--- config.mk ---
export PLATFORM = sky130hd
export DESIGN_NAME = sys_array_kernel_ctrl
export DESIGN_NICKNAME = d
export VERILOG_FILES = /design/src/rtl/sys_array_pkg.sv /design/src/rtl/sys_array_done_tracker.sv /design/src/rtl/sys_array_kernel_ctrl.sv
export SDC_FILE = /design/constraint.sdc
export NUM_CORES = 1
export LEC_CHECK = 0
export BUFFER_PORTS_ARGS = -buffer_cell sky130_fd_sc_hd__buf_4
export CAP_MARGIN = 20
export CORE_MARGIN = 8
export CORE_UTILIZATION = 57
export CTS_CLUSTER_DIAMETER = 60
export DETAILED_ROUTE_END_ITERATION = 12
export GPL_TIMING_DRIVEN = 1
export PLACE_DENSITY = 0.81
export SYNTH_ARGS = -nofsm -noshare
export SYNTH_HDL_FRONTEND = slang
export SYNTH_HIERARCHICAL = 1
export SYNTH_SLANG_ARGS = --single-unit
export TNS_END_PERCENT = 30
--- constraint.sdc ---
create_clock -name ap_clk -period 2.9 [get_ports ap_clk]
set_input_delay 0.58 -clock ap_clk [delete_from_list [all_inputs] [get_ports ap_clk]]
set_output_delay 0.58 -clock ap_clk [all_outputs]
set_load 0.01 [all_outputs]
--- src/rtl/sys_array_pkg.sv ---
// Shared types and constants for the systolic-array kernel controller.
package sys_array_pkg;

    // Upper bound on the number of channels one controller can manage.
    localparam int NUM_CH_MAX = 16;

    // Width of the run-length counter reported to the host.
    localparam int BUSY_WIDTH = 32;

    // Controller FSM states.
    typedef enum logic [1:0] {
        ST_IDLE   = 2'd0,
        ST_LAUNCH = 2'd1,
        ST_RUN    = 2'd2,
        ST_DONE   = 2'd3
    } kstate_t;

endpackage

--- src/rtl/sys_array_done_tracker.sv ---
// Sticky per-channel done mask and the "every enabled channel finished" compare.
// all_done includes this cycle's pulses so the controller can leave RUN in the
// same cycle the last channel reports.
module sys_array_done_tracker
    import sys_array_pkg::*;
#(
    parameter int NUM_CH = 3
) (
    input  logic              ap_clk,
    input  logic              ap_rst_n,
    input  logic              clear,
    input  logic              capture,
    input  logic [NUM_CH-1:0] en_mask,
    input  logic [NUM_CH-1:0] ch_done,
    output logic [NUM_CH-1:0] done_status,
    output logic              all_done
);

    logic [NUM_CH-1:0] hits;

    assign hits     = ch_done & en_mask;
    assign all_done = ((done_status | hits) == en_mask);

    // Accumulate done pulses from enabled channels while capture is open.
    always_ff @(posedge ap_clk or negedge ap_rst_n) begin
        if (!ap_rst_n) begin
            done_status <= '0;
        end else if (clear) begin
            done_status <= '0;
        end else if (capture) begin
            done_status <= done_status | hits;
        end
    end

endmodule

--- src/rtl/sys_array_kernel_ctrl.sv ---
// Kernel controller: accepts a host start, pulses the enabled channels, waits
// for every enabled channel to report done (or the watchdog to expire), then
// signals completion with ap_ctrl_hs or ap_ctrl_chain semantics.
//
// Handshake: a start is a rising edge of ap_start seen while idle; edges at
// any other time are dropped. ap_done/ap_ready mark the DONE state. In hs mode
// DONE lasts one cycle; in chain mode ap_ready pulses on the first DONE cycle,
// ap_done holds until ap_continue is sampled high, and the controller returns
// to IDLE on that edge.
module sys_array_kernel_ctrl
    import sys_array_pkg::*;
#(
    parameter int NUM_CH        = 3,
    parameter int TIMEOUT_WIDTH = 32,
    parameter int CHAIN_MODE    = 0
) (
    input  logic                     ap_clk,
    input  logic                     ap_rst_n,
    input  logic                     ap_start,
    input  logic                     ap_continue,
    output logic                     ap_idle,
    output logic                     ap_done,
    output logic                     ap_ready,
    input  logic [NUM_CH-1:0]        ch_enable,
    input  logic [TIMEOUT_WIDTH-1:0] timeout_cycles,
    output logic [NUM_CH-1:0]        ch_start,
    input  logic [NUM_CH-1:0]        ch_done,
    output logic [NUM_CH-1:0]        ch_done_status,
    output logic                     timeout_err,
    output logic [BUSY_WIDTH-1:0]    busy_cycles,
    output kstate_t                  fsm_state
);

    if (NUM_CH < 1 || NUM_CH > NUM_CH_MAX) begin : g_bad_num_ch
        $error("sys_array_kernel_ctrl: NUM_CH must be in 1..NUM_CH_MAX");
    end

    kstate_t                  state_q;
    kstate_t                  state_d;
    logic                     start_q;
    logic                     start_accept;
    logic [NUM_CH-1:0]        en_mask_q;
    logic [TIMEOUT_WIDTH-1:0] run_cnt_q;
    logic [TIMEOUT_WIDTH-1:0] run_cnt_cur;
    logic                     timeout_hit;
    logic [BUSY_WIDTH-1:0]    busy_q;
    logic                     timeout_err_q;
    logic                     in_done_q;
    logic                     all_done;
    logic                     capture;

    // The RUN cycle currently in progress, counted from 1.
    assign run_cnt_cur  = run_cnt_q + TIMEOUT_WIDTH'(1);
    assign timeout_hit  = (timeout_cycles != '0) && (run_cnt_cur == timeout_cycles);
    assign start_accept = (state_q == ST_IDLE) && ap_start && !start_q;
    assign capture      = (state_q == ST_LAUNCH) || (state_q == ST_RUN);

    sys_array_done_tracker #(
        .NUM_CH (NUM_CH)
    ) u_done_tracker (
        .ap_clk      (ap_clk),
        .ap_rst_n    (ap_rst_n),
        .clear       (start_accept),
        .capture     (capture),
        .en_mask     (en_mask_q),
        .ch_done     (ch_done),
        .done_status (ch_done_status),
        .all_done    (all_done)
    );

    // Previous ap_start level for edge detection; 0 in reset so a start held
    // through reset release still counts as an edge.
    always_ff @(posedge ap_clk or negedge ap_rst_n) begin
        if (!ap_rst_n) begin
            start_q <= 1'b0;
        end else begin
            start_q <= ap_start;
        end
    end

    // FSM state register.
    always_ff @(posedge ap_clk or negedge ap_rst_n) begin
        if (!ap_rst_n) begin
            state_q <= ST_IDLE;
        end else begin
            state_q <= state_d;
        end
    end

    // FSM next-state logic; completion wins over a same-cycle timeout.
    always_comb begin
        state_d = state_q;
        case (state_q)
            ST_IDLE: begin
                if (start_accept) begin
                    state_d = (ch_enable != '0) ? ST_LAUNCH : ST_DONE;
                end
            end
            ST_LAUNCH: state_d = ST_RUN;
            ST_RUN: begin
                if (all_done || timeout_hit) begin
                    state_d = ST_DONE;
                end
            end
            ST_DONE: begin
                if (CHAIN_MODE == 0 || ap_continue) begin
                    state_d = ST_IDLE;
                end
            end
            default: state_d = ST_IDLE;
        endcase
    end

    // Run bookkeeping: enable mask, RUN-cycle counter, busy counter, watchdog flag.
    always_ff @(posedge ap_clk or negedge ap_rst_n) begin
        if (!ap_rst_n) begin
            en_mask_q     <= '0;
            run_cnt_q     <= '0;
            busy_q        <= '0;
            timeout_err_q <= 1'b0;
            in_done_q     <= 1'b0;
        end else begin
            in_done_q <= (state_q == ST_DONE);
            if (start_accept) begin
                en_mask_q     <= ch_enable;
                busy_q        <= '0;
                timeout_err_q <= 1'b0;
            end else if (capture && busy_q != '1) begin
                busy_q <= busy_q + BUSY_WIDTH'(1);
            end
            if (state_q == ST_LAUNCH) begin
                run_cnt_q <= '0;
            end else if (state_q == ST_RUN) begin
                run_cnt_q <= run_cnt_cur;
                if (timeout_hit && !all_done) begin
                    timeout_err_q <= 1'b1;
                end
            end
        end
    end

    // FSM outputs decoded from the current state.
    always_comb begin
        ap_idle  = 1'b0;
        ap_done  = 1'b0;
        ap_ready = 1'b0;
        ch_start = '0;
        case (state_q)
            ST_IDLE:   ap_idle = 1'b1;
            ST_LAUNCH: ch_start = en_mask_q;
            ST_DONE: begin
                ap_done  = 1'b1;
                ap_ready = !in_done_q;
            end
            default: ;
        endcase
    end

    assign timeout_err = timeout_err_q;
    assign busy_cycles = busy_q;
    assign fsm_state   = state_q;

endmodule
==> out/summary.txt <==
number of I/O port buffers - 84
core area - 0.009065 mm^2
Final Hold Vio Count - 0
HP Class - input port to register
CP Data Required Time - 3.17 ns
most frequent cell on the critical path - nand3_1
Seq/Total Area, Yosys - 35.94%
Util after Layout - 69.65%
Synthesis Warnings - 6
Power Total - 4.238 mW
WL final - 14.37 mm
DIE HEIGHT - 111.7 um
crit path time final - 2.808 ns
Tcrit/Tclk final - 96.84%
Avg Vias per Cell - 6.091
total leakage power - 2.725 nW
gr usage total - 22.48%
synthesis-stage register bit count - 75
Max-slew headroom - 33.76%
Max stage delay cell, worst path - nor4_4
Max Fclk - 356.1 MHz
CP startpoint - run_cnt_q[1]
Netlist cell types - 62
status - finished clean
Post-Syn Instances - 608
first-pass detailed-route iteration total - 5
largest net degree at the start of global routing - 76
n_diodes - 0
count of final setup violators - 0
PwrDens - 671.3 mW/mm^2
H-Tree Depth - 3
syn_nets - 656
I/O pin count - 86
CTS tree - done
reg-to-reg slack, setup - 0.09 ns
largest fanout on the critical path - 5
Starting Density - 57.61%
via count of the first global-routing pass - 5034
final instance count without filler cells - 820
hold-fix buffers at CTS - 0
Mapped Area - 0.005223 mm^2
dpl cells - 795
initial antenna violation count - 0
DRC - 0
Setup TNS Final - 0 ns
Final GP Congestion - 0.9069
vias - 4995
r2r startpoint - run_cnt_q[1]
Crit Path Class - register to register
Iter 0 DRT Violations - 257
clk sinks - 75
reg2reg path depth - 10
clock-pin slew on the worst setup and hold paths - 0.09 ns
P&R area growth vs syn - 20.89%
Crit. End Element - register
Clock Skew - 0.01132 ns
Least-Margin Pin Slew - 0.9936 ns
gr ovfl total - 0
clk root buf - clkbuf_8
Routed wire per std cell - 17.52 um
FFs w/ async S/R, synth - 100.0%
maximum capacitance violations - 0
number of enable flip-flop cells after synthesis - 0
synthesized area per cell - 8.590 um^2
DIE WIDTH - 111.7 um
reg2reg end - fsm_state[1]
share of layout cells above drive strength 1 - 25.25%
Worst EP arrival - 3.08 ns
Max VDD drop - 0.4098 mV
worst-path cell chain - ha_1 > buf_4 > and3_1 > nand3_1 > xnor2_1 > nor4_1 > nand3_1 > nor4_4 > a41oi_1 > a211oi_1
row cnt - 35
CTS Buffer Depth - 2
Main synth FF type - dfrtp_1
Setup crit start kind - register
max-slew violation count - 0
number of buffers created by CTS - 9
Final nets - 752
Post-DRT Antenna Nets - 0
DP HPWL - 10.08 mm
CP peak stage delay - 0.42 ns
Critical Path End - fsm_state[1]
Skew-Pair Late Insertion Delay - 0.36 ns
first-pass GRT wire length - 23.56 mm
Die Area - 0.01248 mm^2
==> routing by layer <==
layer / vias up / wire length, um / global-route usage [%]
li1: 2360 / - / -
met1: 2421 / 6049 / 27.05
met2: 187 / 7081 / 37.76
met3: 27 / 979 / 5.790
met4: 0 / 256 / 8.478
met5: - / 0 / 0
==> through the flow <==
| step | cell area, um^2 | setup slack [ns] | hold slack [ns] |
|---|---|---|---|
| floorplan | 5223 | 0.3087 | 0.2844 |
| global placement | 5982 | 0.1077 | 0.4920 |
| detailed placement | 5982 | 0.001611 | 0.4908 |
| CTS | 6197 | 0.03552 | 0.3203 |
| global route | 6314 | -0.02401 | 0.3189 |
| finish | 6314 | 0.09171 | 0.3298 |
==> logic make-up after synthesis <==
kind of cell / Yosys count / share of synthesized area, %
buffers and inverters: 73 / 6.492
AND/OR/NAND/NOR: 274 / 29.90
AO/OA/AOI/OAI: 99 / 12.17
multiplexers: 9 / 1.845
flip-flops: 75 / 35.94
adder cells (fa/ha/maj): 6 / 1.437
XOR/XNOR: 72 / 12.22
==> how the worst min path moves through the flow <==
stage	from	cells past startpoint	to	slack, ns
2_1_floorplan	ap_rst_n	0	busy_cycles[0]	0.28
3_3_place_gp	timeout_err	2	timeout_err	0.49
3_5_place_dp	timeout_err	2	timeout_err	0.49
4_1_cts	ap_start	1	start_q	0.32
5_1_grt	ap_start	1	start_q	0.32
6_report	ap_start	1	start_q	0.33
==> worst max-delay path: cells and delay by family, from the launching register on <==
| kind | cells | cell delay [ns] |
|---|---|---|
| AO/OA/AOI/OAI | 2 | 0.36 |
| buffers and inverters | 1 | 0.16 |
| flip-flops | 1 | 0.41 |
| adder cells (fa/ha/maj) | 1 | 0.25 |
| XOR/XNOR | 1 | 0.18 |
| AND/OR/NAND/NOR | 5 | 1.35 |
==> state kept, by name, summed over array words and instances (netlist names) <==
signal	count
busy_cycles	32
run_cnt_q	32
en_mask_q	3
u_done_tracker/done_status	3
fsm_state	2
in_done_q	1
start_q	1
timeout_err	1
==> cell type report <==
cell class,instances,area [um^2]
flip-flops and latches,75,1888
clock buffers,9,123.9
repair buffers,115,863.3
well taps,111,138.9
multi-input cells,460,3055
fillers,714,2751
inverters,43,161.4
clock inverters,7,82.58
==> repair_timing <==
item                                    4_1_cts  5_1_grt
gates resized for setup                       1       15
setup buffers                                 0        9
hold endpoints to repair                      0        0
endpoints found under the setup margin        2        3
pin swaps                                     0        3
==> cells in the final DEF (no fill, tap or decap), types with 7 or more instances in the layout <==
| master | Yosys | final |
|---|---|---|
| and4_1 | 7 | 7 |
| clkbuf_8 | 1 | 9 |
| a21oi_1 | 26 | 26 |
| nor2_1 | 55 | 55 |
| nor3b_1 | 10 | 10 |
| and2_1 | 7 | 7 |
| o22ai_1 | 32 | 32 |
| buf_4 | 3 | 115 |
| xnor2_1 | 43 | 43 |
| nor3_1 | 13 | 12 |
| o21ai_0 | 10 | 10 |
| inv_1 | 42 | 42 |
| nor4_1 | 19 | 18 |
| nand3_1 | 34 | 34 |
| xor2_1 | 28 | 28 |
| and3_1 | 11 | 11 |
| dfrtp_1 | 75 | 66 |
| nand4_1 | 26 | 26 |
| dfrtp_2 | 0 | 9 |
| nand2_1 | 46 | 46 |
==> Yosys cell counts (3+ instances only) <==
| master | instances | share of area [%] |
|---|---|---|
| nand3b_1 | 3 | 0.43 |
| nor2b_1 | 6 | 0.72 |
| or2_2 | 4 | 0.48 |
| mux2i_1 | 4 | 0.77 |
| a211oi_1 | 4 | 0.58 |
| nor4_2 | 4 | 0.96 |
| nand2_1 | 46 | 3.3 |
| buf_4 | 3 | 0.43 |
| inv_1 | 42 | 3.0 |
| o21ai_0 | 10 | 0.96 |
| nor4_1 | 19 | 2.3 |
| nor2_1 | 55 | 4.0 |
| o31a_1 | 3 | 0.50 |
| and4_1 | 7 | 1.2 |
| o22ai_1 | 32 | 3.8 |
| dfrtp_1 | 75 | 36 |
| o21a_1 | 6 | 0.86 |
| nand4_1 | 26 | 3.1 |
| xnor2_1 | 43 | 7.2 |
| and3_1 | 11 | 1.3 |
| clkbuf_1 | 16 | 1.2 |
| and2_1 | 7 | 0.84 |
| ha_1 | 6 | 1.4 |
| buf_2 | 4 | 0.38 |
| buf_6 | 5 | 1.1 |
| nor3_1 | 13 | 1.2 |
| xor2_1 | 28 | 4.7 |
| nor3b_1 | 10 | 1.4 |
| nand3_1 | 34 | 3.3 |
| a31oi_1 | 6 | 0.72 |
| mux2_2 | 5 | 1.1 |
| or4_4 | 3 | 0.65 |
| or3_1 | 6 | 0.72 |
| a21oi_1 | 26 | 2.5 |
==> report_power, final <==
| group | leakage, nW | internal (mW) | switching [mW] |
|---|---|---|---|
| sequential | 0.991 | 1.23 | 0.224 |
| clock | 0.0988 | 0.413 | 0.456 |
| combinational | 1.64 | 0.815 | 1.10 |
| total | 2.73 | 2.46 | 1.78 |
No activity file was read; power rests on OpenSTA's default activity.
